**src/rtl/asg_sweep_sequencer_pkg.sv**
```systemverilog
// Shared types and constants for the ASG sweep sequencer: FSM states,
// register offsets of the generator block and the trigger word layout.
package asg_sweep_sequencer_pkg;

    typedef enum logic [2:0] {
        S_IDLE,
        S_WR_STEP,
        S_WT_STEP,
        S_WR_TRIG,
        S_WT_TRIG,
        S_DWELL,
        S_NEXT,
        S_ERR
    } seq_state_t;

    localparam logic [31:0] REG_TRIG   = 32'h0000_0000;
    localparam logic [31:0] REG_STEP_A = 32'h0000_0010;
    localparam logic [31:0] REG_STEP_B = 32'h0000_0030;
    localparam logic [2:0]  TRIG_SRC   = 3'b001;

    // Channel A uses the low trigger field, channel B the same layout shifted by 16.
    function automatic logic [31:0] trig_word(input logic ch, input logic [4:0] ctrl);
        logic [31:0] w;
        w = '0;
        if (ch) begin
            w[24:20] = ctrl;
            w[18:16] = TRIG_SRC;
        end else begin
            w[8:4] = ctrl;
            w[2:0] = TRIG_SRC;
        end
        return w;
    endfunction

endpackage

```
**src/rtl/asg_seq_bus_master.sv**
```systemverilog
// Single-write bus master: issues one write, waits for ack, flags bus error
// or ack timeout.
module asg_seq_bus_master #(
    parameter int ACK_TMO = 16
) (
    input  logic        dac_clk_i,
    input  logic        dac_rst_i,
    input  logic        issue_i,
    input  logic        clear_i,
    input  logic [31:0] addr_i,
    input  logic [31:0] wdata_i,
    output logic [31:0] m_addr_o,
    output logic [31:0] m_wdata_o,
    output logic        m_wen_o,
    input  logic        m_ack_i,
    input  logic        m_err_i,
    output logic        done_o,
    output logic        fail_o
);

    localparam int TW = $clog2(ACK_TMO + 1);
    localparam logic [TW-1:0] TMO_LAST = TW'(ACK_TMO - 1);

    logic          pending_q;
    logic [TW-1:0] tmo_q;
    logic [31:0]   addr_q;
    logic [31:0]   wdata_q;

    // Handshake: m_wen_o is a one-cycle write strobe with address/data valid in
    // that cycle; address/data then stay held until the next strobe. The write
    // completes on the first cycle after the strobe with m_ack_i high; m_err_i
    // in that window, or ACK_TMO cycles since the strobe without ack, is a fail.
    assign m_wen_o   = issue_i;
    assign m_addr_o  = issue_i ? addr_i  : addr_q;
    assign m_wdata_o = issue_i ? wdata_i : wdata_q;
    assign done_o    = pending_q && m_ack_i && !m_err_i;
    assign fail_o    = pending_q && (m_err_i || (!m_ack_i && tmo_q >= TMO_LAST));

    always_ff @(posedge dac_clk_i or posedge dac_rst_i) begin
        if (dac_rst_i) begin
            pending_q <= 1'b0;
            tmo_q     <= '0;
            addr_q    <= '0;
            wdata_q   <= '0;
        end else begin
            if (issue_i) begin
                addr_q  <= addr_i;
                wdata_q <= wdata_i;
                tmo_q   <= TW'(1);
            end else if (pending_q && tmo_q < TMO_LAST) begin
                tmo_q <= tmo_q + TW'(1);
            end

            if (clear_i)
                pending_q <= 1'b0;
            else if (issue_i)
                pending_q <= 1'b1;
            else if (done_o || fail_o)
                pending_q <= 1'b0;
        end
    end

endmodule

```
**src/rtl/asg_sweep_sequencer.sv**
```systemverilog
// Steps an ASG channel through a frequency/phase sweep: per point it writes the
// step register, fires a trigger write, dwells, then advances or finishes.
module asg_sweep_sequencer
    import asg_sweep_sequencer_pkg::*;
#(
    parameter int ACK_TMO = 16,
    parameter int STW     = 30
) (
    input  logic             dac_clk_i,
    input  logic             dac_rst_i,
    input  logic             start_i,
    input  logic             abort_i,
    input  logic             cfg_ch_i,
    input  logic [STW-1:0]   cfg_start_i,
    input  logic [STW-1:0]   cfg_stop_i,
    input  logic [STW-1:0]   cfg_inc_i,
    input  logic [31:0]      cfg_dwell_i,
    input  logic [4:0]       cfg_ctrl_i,
    output logic [31:0]      m_addr_o,
    output logic [31:0]      m_wdata_o,
    output logic             m_wen_o,
    input  logic             m_ack_i,
    input  logic             m_err_i,
    output logic             busy_o,
    output logic             done_o,
    output logic             err_o,
    output logic [15:0]      point_o,
    output seq_state_t       dbg_state_o
);

    seq_state_t     state_q, state_d;
    logic           ch_q;
    logic [STW-1:0] stop_q, inc_q, step_q;
    logic [31:0]    dwell_q, dwell_cnt_q;
    logic [4:0]     ctrl_q;
    logic [15:0]    point_q;
    logic           done_q, err_q;

    logic           issue;
    logic [31:0]    bm_addr, bm_wdata;
    logic           bm_done, bm_fail;
    logic [STW:0]   sum;
    logic           dwell_last;
    logic           adv, fin;

    asg_seq_bus_master #(.ACK_TMO(ACK_TMO)) u_bus (
        .dac_clk_i (dac_clk_i),
        .dac_rst_i (dac_rst_i),
        .issue_i   (issue),
        .clear_i   (abort_i),
        .addr_i    (bm_addr),
        .wdata_i   (bm_wdata),
        .m_addr_o  (m_addr_o),
        .m_wdata_o (m_wdata_o),
        .m_wen_o   (m_wen_o),
        .m_ack_i   (m_ack_i),
        .m_err_i   (m_err_i),
        .done_o    (bm_done),
        .fail_o    (bm_fail)
    );

    always_comb begin
        state_d    = state_q;
        issue      = 1'b0;
        bm_addr    = '0;
        bm_wdata   = '0;
        adv        = 1'b0;
        fin        = 1'b0;
        sum        = {1'b0, step_q} + {1'b0, inc_q};
        // A dwell of 0 behaves as 1 so every point is held at least one cycle.
        dwell_last = (dwell_q <= 32'd1) || (dwell_cnt_q == dwell_q - 32'd1);
        case (state_q)
            S_IDLE:    if (start_i) state_d = S_WR_STEP;
            S_WR_STEP: begin
                issue    = 1'b1;
                bm_addr  = ch_q ? REG_STEP_B : REG_STEP_A;
                bm_wdata = 32'(step_q);
                state_d  = S_WT_STEP;
            end
            S_WT_STEP: begin
                if (bm_fail)      state_d = S_ERR;
                else if (bm_done) state_d = S_WR_TRIG;
            end
            S_WR_TRIG: begin
                issue    = 1'b1;
                bm_addr  = REG_TRIG;
                bm_wdata = trig_word(ch_q, ctrl_q);
                state_d  = S_WT_TRIG;
            end
            S_WT_TRIG: begin
                if (bm_fail)      state_d = S_ERR;
                else if (bm_done) state_d = S_DWELL;
            end
            S_DWELL:   if (dwell_last) state_d = S_NEXT;
            S_NEXT: begin
                if (inc_q == '0 || sum[STW] || sum[STW-1:0] > stop_q) begin
                    fin     = 1'b1;
                    state_d = S_IDLE;
                end else begin
                    adv     = 1'b1;
                    state_d = S_WR_STEP;
                end
            end
            S_ERR:     state_d = S_ERR;
            default:   state_d = S_IDLE;
        endcase
        // Abort overrides everything once busy, including a pending error/finish.
        if (abort_i && state_q != S_IDLE) begin
            state_d = S_IDLE;
            adv     = 1'b0;
            fin     = 1'b0;
        end
    end

    always_ff @(posedge dac_clk_i or posedge dac_rst_i) begin
        if (dac_rst_i) begin
            state_q     <= S_IDLE;
            ch_q        <= 1'b0;
            stop_q      <= '0;
            inc_q       <= '0;
            step_q      <= '0;
            dwell_q     <= '0;
            dwell_cnt_q <= '0;
            ctrl_q      <= '0;
            point_q     <= '0;
            done_q      <= 1'b0;
            err_q       <= 1'b0;
        end else begin
            state_q     <= state_d;
            dwell_cnt_q <= (state_q == S_DWELL) ? dwell_cnt_q + 32'd1 : '0;
            if (state_q == S_IDLE && start_i) begin
                ch_q    <= cfg_ch_i;
                stop_q  <= cfg_stop_i;
                inc_q   <= cfg_inc_i;
                step_q  <= cfg_start_i;
                dwell_q <= cfg_dwell_i;
                ctrl_q  <= cfg_ctrl_i;
                point_q <= '0;
                done_q  <= 1'b0;
                err_q   <= 1'b0;
            end
            if (adv) begin
                step_q <= sum[STW-1:0];
                if (point_q != 16'hFFFF) point_q <= point_q + 16'd1;
            end
            if (fin) done_q <= 1'b1;
            if (state_d == S_ERR) err_q <= 1'b1;
        end
    end

    assign busy_o      = (state_q != S_IDLE);
    assign done_o      = done_q;
    assign err_o       = err_q;
    assign point_o     = point_q;
    assign dbg_state_o = state_q;

endmodule

```
**config.mk**
```make
export PLATFORM = sky130hd
export DESIGN_NAME = asg_sweep_sequencer
export DESIGN_NICKNAME = d
export VERILOG_FILES = /design/src/rtl/asg_sweep_sequencer_pkg.sv /design/src/rtl/asg_seq_bus_master.sv /design/src/rtl/asg_sweep_sequencer.sv
export SDC_FILE = /design/constraint.sdc
export NUM_CORES = 1
export LEC_CHECK = 0
export ABC_AREA = 1
export BUFFER_PORTS_ARGS = -buffer_cell sky130_fd_sc_hd__buf_2
export CORE_ASPECT_RATIO = 2
export CORE_UTILIZATION = 45
export DETAILED_ROUTE_END_ITERATION = 8
export GPL_TIMING_DRIVEN = 0
export PLACE_DENSITY = 0.66
export SYNTH_ARGS = -nofsm -noshare
export SYNTH_HDL_FRONTEND = slang
export SYNTH_SLANG_ARGS = --single-unit
```
**constraint.sdc**
```tcl
create_clock -name dac_clk_i -period 20.8 [get_ports dac_clk_i]
set_input_delay 1.04 -clock dac_clk_i [delete_from_list [all_inputs] [get_ports dac_clk_i]]
set_output_delay 1.04 -clock dac_clk_i [all_outputs]
set_load 0.05 [all_outputs]
```
==> run_summary.xml, run 1 <==
<?xml version="1.0" encoding="UTF-8"?>
<metrics>
  <group name="synthesis">
    <metric name="yosys_register_bits" unit="">251</metric>
    <metric name="yosys_most_used_dff" unit="">dfrtp_1</metric>
    <metric name="synth_simple_gate_area_frac" unit="">0.244</metric>
    <metric name="synth_area_leaders" unit="">dfrtp_1 44%, nand2_1 12%, inv_1 6.2%</metric>
    <metric name="post-synth-top-area-cell" unit="">dfrtp_1</metric>
    <metric name="synth.lib_cells_used.distinct" unit="">50</metric>
    <metric name="synth_nets" unit="">2010</metric>
    <metric name="synth_sequential_area_ratio" unit="">0.441</metric>
    <metric name="synth_top_cells_by_count" unit="">462 x nand2_1, 251 x dfrtp_1, 237 x inv_1</metric>
    <metric name="synth.area.mux_share" unit="">0.000702</metric>
    <metric name="share_of_flip_flops_with_an_asynchronous_set_or_reset_after_synthesis" unit="">1.00</metric>
    <metric name="syn-instance-count" unit="">1809</metric>
    <metric name="post_synth_xor_area_fraction" unit="">0.0517</metric>
    <metric name="netlist.area_leader.share" unit="">0.441</metric>
    <metric name="synth.avg_cell_area" unit="um^2">7.88</metric>
    <metric name="synth_enable_flop_cells" unit="">0</metric>
    <metric name="yosys.area_share.adder" unit="">0.0593</metric>
    <metric name="syn-cell-area" unit="um^2">14300</metric>
    <metric name="synth-compound-area-share" unit="">0.128</metric>
    <metric name="cell_with_the_most_instances_after_synthesis" unit="">nand2_1</metric>
    <metric name="dominant_combinational_cell_family_by_area_after_synthesis" unit="">simple AND/OR/NAND/NOR gates</metric>
    <metric name="yosys_warnings" unit="">0</metric>
  </group>
  <group name="routing">
    <metric name="drt_drc_violations_left" unit="">0</metric>
    <metric name="detailedRoute.firstIterationViolations" unit="">534</metric>
    <metric name="maxUsedRoutingLayer" unit="">met5</metric>
    <metric name="wl_per_cell" unit="um">19.7</metric>
    <metric name="totalWireLength" unit="um">49300</metric>
    <metric name="routed-wl-met2" unit="um">26900</metric>
    <metric name="avgViaCountPerCell" unit="">5.24</metric>
    <metric name="drt_pre_antenna_iters" unit="">6</metric>
    <metric name="ant_nets" unit="">0</metric>
    <metric name="dr_total_vias" unit="">13100</metric>
    <metric name="wirelength_met1" unit="um">16200</metric>
    <metric name="met3RoutedLength" unit="um">1750</metric>
  </group>
  <group name="place">
    <metric name="buffer_ports.inserted" unit="">220</metric>
    <metric name="dpl.hpwl" unit="um">39900</metric>
    <metric name="gp_routability_congestion" unit="">0.947</metric>
    <metric name="placed_cells_incl_taps" unit="">2449</metric>
  </group>
  <group name="clock_tree">
    <metric name="number_of_buffers_created_by_cts" unit="">26</metric>
    <metric name="cts_resized" unit="">0</metric>
    <metric name="clock_tree.root_cell" unit="">clkbuf_16</metric>
    <metric name="cts_buffer_depth" unit="">3</metric>
    <metric name="htree_num_levels" unit="">1</metric>
    <metric name="cts_tree" unit="">yes</metric>
    <metric name="clock_insertion_delay_worst_skew" unit="ps">550</metric>
    <metric name="post_cts.repair.setup_buffers" unit="">0</metric>
    <metric name="cts-hold-fix-buffers" unit="">0</metric>
    <metric name="cts.sink_count" unit="">251</metric>
    <metric name="clk_transition_reported_paths" unit="ps">70</metric>
  </group>
  <group name="critical_path">
    <metric name="worstReg2RegStart" unit="">step_q[2]</metric>
    <metric name="critical_path.max_stage_delay" unit="ps">570</metric>
    <metric name="timing.critical_path.fanout_max" unit="">10</metric>
    <metric name="worst_setup_startpoint" unit="">step_q[2]</metric>
    <metric name="setup_crit_path_kind" unit="">reg -&gt; reg</metric>
    <metric name="cpMostUsedCell" unit="">nand2_1</metric>
    <metric name="endpoint_kind" unit="">register</metric>
    <metric name="critical_path_arrival" unit="ps">5440</metric>
    <metric name="critPathTopFamily" unit="">simple AND/OR/NAND/NOR gates</metric>
    <metric name="worstPathCellList" unit="">ha_1, nand3_1, nand2_1, a21oi_1, o21ai_1, nand3_1, nand2_1, nand2_1, nand2_1, a21oi_1, xnor2_1, ha_1, nand2_1, nor2_1, nand4_1, nor4_1, nand2_1, nand3_1, nand2_1, nand3_2, clkbuf_1, nor2_1, o22ai_1</metric>
    <metric name="slowest_cell_on_the_critical_path" unit="">clkbuf_1</metric>
    <metric name="worstPathRequired" unit="ps">21270</metric>
    <metric name="critPathLaunchType" unit="">register</metric>
    <metric name="timing.critical_path.buf_inv" unit="">1</metric>
  </group>
  <group name="power">
    <metric name="seq_power_share" unit="">0.267</metric>
    <metric name="irDropWorstVdd" unit="mV">0.114</metric>
    <metric name="power.net_switching" unit="W">0.00148</metric>
    <metric name="clock_power_share" unit="">0.165</metric>
    <metric name="power_density" unit="nW/um^2">173</metric>
    <metric name="post-layout-total-power" unit="W">0.00290</metric>
    <metric name="power.leakage" unit="nW">8.29</metric>
    <metric name="power.share.switching" unit="">0.511</metric>
    <metric name="pwr-share-comb" unit="">0.568</metric>
    <metric name="cellInternalPower" unit="W">0.00142</metric>
  </group>
  <group name="floorplan">
    <metric name="core_area" unit="um^2">31000</metric>
    <metric name="initial_utilization" unit="">0.460</metric>
    <metric name="die-area" unit="um^2">32400</metric>
    <metric name="die_y" unit="um">254</metric>
    <metric name="io_pins" unit="">221</metric>
    <metric name="fp-row-count" unit="">91</metric>
    <metric name="dieWidth" unit="um">128</metric>
  </group>
  <group name="timing">
    <metric name="clock_skew" unit="ps">15.5</metric>
    <metric name="worst_pin_slew" unit="ps">927</metric>
    <metric name="period_minus_slack" unit="ps">4970</metric>
    <metric name="rsz0062_at_grt" unit="">false</metric>
    <metric name="slew_violations" unit="">0</metric>
    <metric name="fin_tns_setup" unit="ps">0</metric>
    <metric name="final_hold_viol_count" unit="">0</metric>
    <metric name="fmax" unit="GHz">0.201</metric>
    <metric name="final_min_period_over_clock_period" unit="">0.239</metric>
    <metric name="timing.slew.headroom" unit="">0.382</metric>
    <metric name="timing.hold.ws" unit="ps">437</metric>
    <metric name="final_setup_violations" unit="">0</metric>
  </group>
  <group name="outcome">
    <metric name="status" unit="">complete, no violations</metric>
  </group>
  <group name="final_layout">
    <metric name="design.final.nets" unit="">2260</metric>
    <metric name="finish.cell_count_without_fillers" unit="">2499</metric>
    <metric name="area.growth.synth_to_final" unit="%">17.9</metric>
    <metric name="post_route_cells_drive_above_1_share" unit="">0.152</metric>
  </group>
  <group name="run">
    <metric name="maxCapViolCount" unit="">0</metric>
  </group>
  <group name="grt">
    <metric name="wire_length_of_the_first_global_routing_pass" unit="um">74400</metric>
    <metric name="remaining_global_route_overflow" unit="">0</metric>
    <metric name="grt_max_degree" unit="">117</metric>
    <metric name="grt_pass1_vias" unit="">13700</metric>
    <metric name="antenna_violations_before_repair" unit="">4</metric>
    <metric name="groute.usage.overall" unit="">0.310</metric>
  </group>
  <group name="worst_hold_path">
    <metric name="min_path_type" unit="">in -&gt; async</metric>
  </group>
</metrics>
state kept, by name, summed over array words and instances, names as in the netlist, 16 cells and up:
signal	flops
dwell_cnt_q	32
dwell_q	32
inc_q	30
point_o	16
step_q	30
stop_q	30
u_bus.addr_q	32
u_bus.wdata_q	32
placed cells by master (no fill, tap or decap), types with 3 or more instances in the layout:
master      netlist  layout
nand2_1         462     462
dfrtp_1         251     251
inv_1           237     236
buf_2             9     229
nor2_1          162     162
o21ai_0         138     138
a21oi_1          92      92
ha_1             66      66
xor2_1           56      56
nand3_1          52      52
clkbuf_1         31      38
nor3_1           38      38
o211ai_1         36      36
nand4_1          29      29
clkbuf_16         0      27
xnor2_1          23      23
nor4_1           15      15
nor2_2           12      12
o22ai_1           9       9
nand3_2           8       8
o21ai_1           7       7
o21a_1            7       7
a31oi_1           6       6
buf_1             6       6
nor2_4            6       6
o21bai_1          5       5
o31ai_1           5       5
a32o_1            4       4
nand2_2           4       4
diode_2           0       3
a21o_1            3       3
clkinv_2          0       3
clkbuf_8          0       3
clkinvlp_4        0       3
worst paths after layout:
check | slack, ps | to | cells after the start
setup reg to reg | 15830 | step_q[28] | 23
hold / removal | 440 | dwell_q[3] | 2
max in group asynchronous | 18990 | u_bus.addr_q[17] | 4
setup / recovery | 15830 | step_q[28] | 23
min in group dac_clk_i | 480 | u_bus.addr_q[4] | 2
hold reg to reg | 480 | u_bus.addr_q[4] | 2
stage by stage:
step	utilization	cell area (um^2)	setup WS, ps
CTS	0.542	16800	15880
finish	0.543	16800	15830
floorplan	-	14300	12860
global route	0.543	16800	15540
global placement	0.513	15900	9980
detailed placement	0.515	15900	15910
routing by layer:
| layer | GRT usage | vias up |
|---|---|---|
| met5 | 0 | - |
| met4 | 0.249 | 2 |
| met3 | 0.0345 | 167 |
| met2 | 0.600 | 357 |
| met1 | 0.285 | 6190 |
| li1 | - | 6387 |
power by group through the flow:
| stage | Clock (W) | Sequential (W) | Combinational (W) |
|---|---|---|---|
| 3_5_place_dp | 0 | 0.000780 | 0.00164 |
| 2_1_floorplan | 0 | 0.000746 | 0.00116 |
| 4_1_cts | 0.000485 | 0.000774 | 0.00165 |
| 5_1_grt | 0.000502 | 0.000790 | 0.00183 |
| 3_3_place_gp | 0 | 0.000779 | 0.00161 |
| 6_report | 0.000479 | 0.000776 | 0.00165 |
cell families (layout without fill, tap and decap cells):
family,count (synthesis),after routing
AND/OR/NAND/NOR,801,801
buffers and inverters,287,556
AO/OA/AOI/OAI,321,321
flip-flops,251,251
adder cells (fa/ha/maj),67,67
other,0,3
multiplexers,1,1
XOR/XNOR,81,81
worst register-to-register path, delay by kind of cell (launching register included):
family	cells	cell delay (ps)
fa+ha+maj	2	590
xor+xnor	1	400
flops	1	450
buf+inv	1	570
simple gates	15	2070
compound gates	4	800
area by class of cell:
type	instances	area, um^2
buffer	46	184
tap	418	523
timing repair buffer	222	1160
inverter	241	912
fill	3067	14200
sequential	251	6280
multi-input combinational	1271	6880
clock inverter	10	115
antenna	3	7.51
clock buffer	37	743
Note: power is estimated with default switching activity, not from simulation.
==> inputs of run 2 (changes only) <==
- clock period: 20.8 -> 5 ns (I/O delays scaled with it)
==> run 2 against run 1 <==
- first-iteration DRC count is 37% higher
- die area did not move
- wire length is 2.2% higher
- highest routed layer is now met4
- worst setup slack worse by 16000 ps
- clock skew fell by 5.7 ps
- power increased to 4.2 times the previous value
- via count up 5.1%
- sequential share of layout area shrank 2.5 points
- count of clock-buffer cells in the layout did not move
- maximum frequency rose by 6.3%
==> run_summary.xml, run 2 (synthesized netlist as in run 1, its figures left out) <==
<?xml version="1.0" encoding="UTF-8"?>
<metrics>
  <group name="critical_path">
    <metric name="cpMostUsedCell" unit="">nand2_1</metric>
    <metric name="critPathLaunchType" unit="">register</metric>
    <metric name="worstPathRequired" unit="ps">5450</metric>
    <metric name="critPathTopFamily" unit="">compound AO/OA/AOI/OAI gates</metric>
    <metric name="timing.critical_path.fanout_max" unit="">10</metric>
    <metric name="setup_crit_path_kind" unit="">reg -&gt; reg</metric>
    <metric name="critical_path_arrival" unit="ps">5130</metric>
    <metric name="timing.critical_path.buf_inv" unit="">2</metric>
    <metric name="slowest_cell_on_the_critical_path" unit="">dfrtp_1</metric>
    <metric name="endpoint_kind" unit="">register</metric>
    <metric name="worstPathCellList" unit="">ha_1, nand3_1, nand2_1, a21oi_2, o21ai_1, a21oi_1, o21ai_1, nand2_1, nand2_1, xor2_1, ha_1, a21oi_1, o21ai_0, nand2_1, o211ai_1, nand2_1, nand3_1, nand2_1, nand3_2, inv_2, clkbuf_4, o21ai_0, o31ai_1</metric>
    <metric name="critical_path.max_stage_delay" unit="ps">460</metric>
  </group>
  <group name="power">
    <metric name="irDropWorstVdd" unit="mV">0.533</metric>
    <metric name="power_density" unit="nW/um^2">672</metric>
    <metric name="power.leakage" unit="nW">8.80</metric>
  </group>
  <group name="routing">
    <metric name="avgViaCountPerCell" unit="">5.26</metric>
    <metric name="detailedRoute.firstIterationViolations" unit="">729</metric>
    <metric name="wl_per_cell" unit="um">19.2</metric>
    <metric name="drt_drc_violations_left" unit="">0</metric>
    <metric name="ant_nets" unit="">0</metric>
    <metric name="drt_pre_antenna_iters" unit="">6</metric>
    <metric name="dr_total_vias" unit="">13800</metric>
    <metric name="totalWireLength" unit="um">50400</metric>
  </group>
  <group name="final_layout">
    <metric name="design.final.nets" unit="">2383</metric>
    <metric name="finish.cell_count_without_fillers" unit="">2619</metric>
    <metric name="post_route_cells_drive_above_1_share" unit="">0.145</metric>
    <metric name="layout_common_cells" unit="">462 x nand2_1, 251 x dfrtp_1, 236 x inv_1, 227 x buf_2, 162 x nor2_1</metric>
    <metric name="register_area" unit="um^2">6280</metric>
    <metric name="multiInputGateArea" unit="um^2">6890</metric>
    <metric name="area.growth.synth_to_final" unit="%">26.5</metric>
    <metric name="fillers" unit="">2890</metric>
    <metric name="layout.cells.most_common" unit="">nand2_1</metric>
  </group>
  <group name="grt">
    <metric name="remaining_global_route_overflow" unit="">0</metric>
    <metric name="antenna_violations_before_repair" unit="">1</metric>
    <metric name="wire_length_of_the_first_global_routing_pass" unit="um">76000</metric>
    <metric name="grt_max_degree" unit="">42</metric>
    <metric name="grt_pass1_vias" unit="">14300</metric>
    <metric name="groute.usage.overall" unit="">0.315</metric>
  </group>
  <group name="timing">
    <metric name="period_minus_slack" unit="ps">4680</metric>
    <metric name="final_min_period_over_clock_period" unit="">0.936</metric>
    <metric name="slew_violations" unit="">0</metric>
    <metric name="fin_tns_setup" unit="ps">0</metric>
    <metric name="rsz0062_at_grt" unit="">false</metric>
    <metric name="final_setup_violations" unit="">0</metric>
    <metric name="final_hold_viol_count" unit="">0</metric>
    <metric name="fmax" unit="GHz">0.214</metric>
    <metric name="timing.hold.ws" unit="ps">17.5</metric>
    <metric name="worst_pin_slew" unit="ps">865</metric>
    <metric name="timing.slew.headroom" unit="">0.423</metric>
    <metric name="clock_skew" unit="ps">9.76</metric>
  </group>
  <group name="clock_tree">
    <metric name="cts_tree" unit="">yes</metric>
    <metric name="number_of_buffers_created_by_cts" unit="">25</metric>
    <metric name="clock_tree.root_cell" unit="">clkbuf_16</metric>
    <metric name="htree_num_levels" unit="">1</metric>
    <metric name="clock_insertion_delay_worst_skew" unit="ps">540</metric>
    <metric name="post_cts.repair.setup_buffers" unit="">0</metric>
    <metric name="cts.sink_count" unit="">251</metric>
    <metric name="cts_buffer_depth" unit="">3</metric>
    <metric name="clk_transition_reported_paths" unit="ps">70</metric>
  </group>
  <group name="floorplan">
    <metric name="die-area" unit="um^2">32400</metric>
    <metric name="core_area" unit="um^2">31000</metric>
    <metric name="io_pins" unit="">221</metric>
    <metric name="die_y" unit="um">254</metric>
    <metric name="initial_utilization" unit="">0.460</metric>
    <metric name="dieWidth" unit="um">128</metric>
    <metric name="fp-row-count" unit="">91</metric>
  </group>
  <group name="worst_hold_path">
    <metric name="min_path_type" unit="">in -&gt; reg</metric>
  </group>
  <group name="run">
    <metric name="maxCapViolCount" unit="">0</metric>
  </group>
  <group name="place">
    <metric name="placed_cells_incl_taps" unit="">2453</metric>
    <metric name="dpl.hpwl" unit="um">39800</metric>
    <metric name="gp_routability_congestion" unit="">1.02</metric>
    <metric name="buffer_ports.inserted" unit="">220</metric>
  </group>
  <group name="outcome">
    <metric name="status" unit="">complete, no violations</metric>
  </group>
</metrics>
-- run 2: cell type report --
cell class | instances | area share
inverters | 241 | 0.0504
clock buffers | 37 | 0.0394
clock inverters | 8 | 0.00597
diodes | 1 | 0.000139
plain buffers | 46 | 0.0105
flip-flops and latches | 251 | 0.348
repair buffers | 346 | 0.134
well taps | 418 | 0.0290
multi-input cells | 1271 | 0.382
-- run 2: layer usage --
metal  GRT usage  wire length, um  part of all wire
met1       0.290            16500              0.33
met3      0.0280             1740             0.034
met2       0.615            27600              0.55
met4       0.256             4580             0.091
met5           0                0                 0
-- run 2: power by group --
part	switching [W]	leakage (nW)	internal (W)
clock	0.000845	0.396	0.00109
combinational	0.00480	5.16	0.00215
sequential	0.000547	3.25	0.00268
total	0.00619	8.80	0.00593
-- run 2: path summary, 6_finish.rpt --
| check | start | to | slack (ps) | cells past startpoint |
|---|---|---|---|---|
| min in group asynchronous | dac_rst_i | dwell_q[4] | 350 | 3 |
| hold / removal | cfg_inc_i[19] | inc_q[19] | 20 | 3 |
| setup reg to reg | step_q[2] | point_o[8] | 320 | 23 |
| setup / recovery | step_q[2] | point_o[8] | 320 | 23 |
| max in group asynchronous | dac_rst_i | u_bus.wdata_q[31] | 3210 | 7 |
| hold reg to reg | u_bus.addr_q[31] | u_bus.addr_q[31] | 480 | 2 |
-- run 2: worst reg2reg max path, cell delays in order, from the launching register on --
cell and delay, ps:
dfrtp_1 460, ha_1 380, nand3_1 90, nand2_1 130, a21oi_2 100, o21ai_1 380, a21oi_1 240, o21ai_1 290
nand2_1 100, nand2_1 80, xor2_1 270, ha_1 300, a21oi_1 180, o21ai_0 120, nand2_1 70, o211ai_1 130
nand2_1 100, nand3_1 70, nand2_1 120, nand3_2 190, inv_2 240, clkbuf_4 310, o21ai_0 130, o31ai_1 100
-- run 2: timing repair --
item | 4_1_cts | 5_1_grt
setup endpoints to repair | 0 | 19
gates resized for setup | 0 | 5
hold endpoints to repair | 147 | 0
hold buffers | 120 | 0
-- run 2: per-stage QoR --
step / power, W / cell area (um^2) / setup slack, ps / utilization
2_1_floorplan: 0.00793 / 14300 / 1440 / -
3_3_place_gp: 0.00991 / 15900 / -137 / 0.513
3_5_place_dp: 0.0101 / 16000 / 335 / 0.517
4_1_cts: 0.0121 / 18000 / 327 / 0.582
5_1_grt: 0.0130 / 18000 / 9.59 / 0.582
6_report: 0.0121 / 18000 / 319 / 0.582
==> inputs of run 3 (changes only) <==
- MAX_ROUTING_LAYER: not set -> met4
==> run 3 against run 2 <==
- final cell count unchanged
- first-iteration DRC count fell by 9.5%
- register-to-register slack worse by 110 ps
- power grew 1.2%
- sequential share of layout area is 0.12 points lower
- critical path type unchanged
==> run_summary.xml, run 3 (synthesized netlist as in run 1, its figures left out) <==
<?xml version="1.0" encoding="UTF-8"?>
<metrics>
  <group name="clock_tree">
    <metric name="cts_buffer_depth" unit="">3</metric>
    <metric name="htree_num_levels" unit="">1</metric>
    <metric name="number_of_buffers_created_by_cts" unit="">25</metric>
    <metric name="cts-hold-fix-buffers" unit="">121</metric>
    <metric name="cts_resized" unit="">0</metric>
    <metric name="clock_insertion_delay_worst_skew" unit="ps">550</metric>
    <metric name="clock_tree.root_cell" unit="">clkbuf_16</metric>
    <metric name="post_cts.repair.setup_buffers" unit="">0</metric>
    <metric name="cts_tree" unit="">yes</metric>
    <metric name="cts.sink_count" unit="">251</metric>
    <metric name="clk_transition_reported_paths" unit="ps">70</metric>
  </group>
  <group name="floorplan">
    <metric name="io_pins" unit="">221</metric>
    <metric name="die-area" unit="um^2">32400</metric>
    <metric name="dieWidth" unit="um">128</metric>
    <metric name="core_area" unit="um^2">31000</metric>
    <metric name="fp-row-count" unit="">91</metric>
    <metric name="die_y" unit="um">254</metric>
    <metric name="initial_utilization" unit="">0.460</metric>
  </group>
  <group name="critical_path">
    <metric name="timing.rr.end" unit="">point_o[8]</metric>
    <metric name="cp.depth" unit="">21</metric>
    <metric name="worstPathCellList" unit="">ha_1, nand3_1, nand2_1, a21oi_1, o21ai_1, a21oi_1, o21ai_1, xor2_1, ha_1, nand4_1, inv_1, a21oi_1, nand2_1, nand2_1, nand3_1, nand2_1, nand3_2, inv_2, buf_2, o21ai_0, o31ai_1</metric>
    <metric name="critical_path.max_stage_delay" unit="ps">460</metric>
    <metric name="timing.critical_path.fanout_max" unit="">10</metric>
    <metric name="setup_crit_path_kind" unit="">reg -&gt; reg</metric>
    <metric name="critPathLaunchType" unit="">register</metric>
    <metric name="timing.critical_path.buf_inv" unit="">3</metric>
    <metric name="end_point_of_the_critical_path" unit="">point_o[8]</metric>
    <metric name="cpMostUsedCell" unit="">nand2_1</metric>
    <metric name="setup_slack_on_the_worst_flop_to_flop_path" unit="ps">210</metric>
    <metric name="worst_setup_startpoint" unit="">step_q[2]</metric>
    <metric name="worst_r2r_path_depth" unit="">21</metric>
    <metric name="worstPathRequired" unit="ps">5450</metric>
    <metric name="critPathTopFamily" unit="">compound AO/OA/AOI/OAI gates</metric>
    <metric name="critical_path_arrival" unit="ps">5240</metric>
    <metric name="worstReg2RegStart" unit="">step_q[2]</metric>
    <metric name="endpoint_kind" unit="">register</metric>
    <metric name="slowest_cell_on_the_critical_path" unit="">dfrtp_1</metric>
  </group>
  <group name="worst_hold_path">
    <metric name="min_path_type" unit="">in -&gt; reg</metric>
  </group>
  <group name="grt">
    <metric name="antenna_violations_before_repair" unit="">1</metric>
    <metric name="groute.usage.overall" unit="">0.326</metric>
    <metric name="wire_length_of_the_first_global_routing_pass" unit="um">75900</metric>
    <metric name="grt_max_degree" unit="">42</metric>
    <metric name="grt_pass1_vias" unit="">14200</metric>
    <metric name="remaining_global_route_overflow" unit="">0</metric>
  </group>
  <group name="final_layout">
    <metric name="design.final.nets" unit="">2384</metric>
    <metric name="final_cell_area" unit="um^2">18100</metric>
    <metric name="layout.cells.most_common" unit="">nand2_1</metric>
    <metric name="post_route_cells_drive_above_1_share" unit="">0.145</metric>
    <metric name="layout_common_cells" unit="">462 x nand2_1, 251 x dfrtp_1, 236 x inv_1, 229 x buf_2, 162 x nor2_1</metric>
    <metric name="finish.utilization" unit="">0.584</metric>
    <metric name="area.growth.synth_to_final" unit="%">26.9</metric>
  </group>
  <group name="timing">
    <metric name="fin_tns_setup" unit="ps">0</metric>
    <metric name="fmax" unit="GHz">0.209</metric>
    <metric name="period_minus_slack" unit="ps">4790</metric>
    <metric name="final_hold_viol_count" unit="">0</metric>
    <metric name="clock_skew" unit="ps">15.2</metric>
    <metric name="worst_pin_slew" unit="ps">919</metric>
    <metric name="final_min_period_over_clock_period" unit="">0.958</metric>
    <metric name="rsz0062_at_grt" unit="">false</metric>
    <metric name="final_setup_violations" unit="">0</metric>
    <metric name="timing.hold.ws" unit="ps">26.5</metric>
    <metric name="slew_violations" unit="">0</metric>
    <metric name="timing.slew.headroom" unit="">0.387</metric>
  </group>
  <group name="routing">
    <metric name="avgViaCountPerCell" unit="">5.26</metric>
    <metric name="wirelength_met1" unit="um">16600</metric>
    <metric name="dr_total_vias" unit="">13800</metric>
    <metric name="maxUsedRoutingLayer" unit="">met4</metric>
    <metric name="totalWireLength" unit="um">50600</metric>
    <metric name="ant_nets" unit="">0</metric>
    <metric name="drt_drc_violations_left" unit="">0</metric>
    <metric name="met3RoutedLength" unit="um">1770</metric>
    <metric name="routed-wl-met2" unit="um">27300</metric>
    <metric name="drt_pre_antenna_iters" unit="">7</metric>
    <metric name="detailedRoute.firstIterationViolations" unit="">660</metric>
    <metric name="wl_per_cell" unit="um">19.3</metric>
  </group>
  <group name="place">
    <metric name="placement.cell_area" unit="um^2">16000</metric>
    <metric name="gp_routability_congestion" unit="">1.02</metric>
    <metric name="buffer_ports.inserted" unit="">220</metric>
    <metric name="dpl.hpwl" unit="um">39800</metric>
  </group>
  <group name="power">
    <metric name="power.leakage" unit="nW">8.83</metric>
    <metric name="power_density" unit="nW/um^2">678</metric>
    <metric name="post-layout-total-power" unit="W">0.0123</metric>
    <metric name="irDropWorstVdd" unit="mV">0.501</metric>
  </group>
  <group name="outcome">
    <metric name="status" unit="">complete, no violations</metric>
  </group>
  <group name="run">
    <metric name="maxCapViolCount" unit="">0</metric>
  </group>
</metrics>
[run 3: where the power goes]
part | switching, W | leakage, nW | total (W) | internal [W]
clock | 0.000840 | 0.429 | 0.00206 | 0.00122
sequential | 0.000551 | 3.25 | 0.00323 | 0.00268
combinational | 0.00482 | 5.16 | 0.00697 | 0.00215
total | 0.00621 | 8.83 | 0.0123 | 0.00605
[run 3: cell type report]
class	count	area [um^2]
Clock buffer	35	723
Tap cell	418	523
Antenna cell	1	2.50
Inverter	241	908
Multi-Input combinational cell	1271	6880
Timing Repair Buffer	347	2430
Clock inverter	9	155
Buffer	46	184
Sequential cell	251	6280
Fill cell	2932	12900
[run 3: stage by stage]
stage               std cells  worst slack, ps
floorplan                1809             1440
global route             2619            0.902
detailed placement       2453              396
finish                   2619              209
global placement         2447             -134
CTS                      2618              360
[run 3: worst min-delay path: cells and delay by family]
kind            cells  cell delay, ps
buf+inv             2             140
compound gates      1              40
simple gates        2             110
[run 3: per-layer routing]
metal	vias to the layer above	GRT usage
li1	6632	-
met1	6524	0.290
met2	420	0.602
met3	194	0.0358
met4	0	0.275
met5	-	-
[run 3: worst min-delay path by stage]
stage | startpoint | to | slack (ps) | cells past startpoint
after floorplan | abort_i | u_bus.pending_q | 310 | 1
after global placement | cfg_inc_i[4] | inc_q[4] | 450 | 3
after detailed placement | dac_rst_i | dwell_q[3] | 370 | 2
after CTS | cfg_inc_i[19] | inc_q[19] | 2 | 3
after global routing | cfg_inc_i[19] | inc_q[19] | 20 | 3
final | cfg_start_i[2] | step_q[2] | 30 | 5
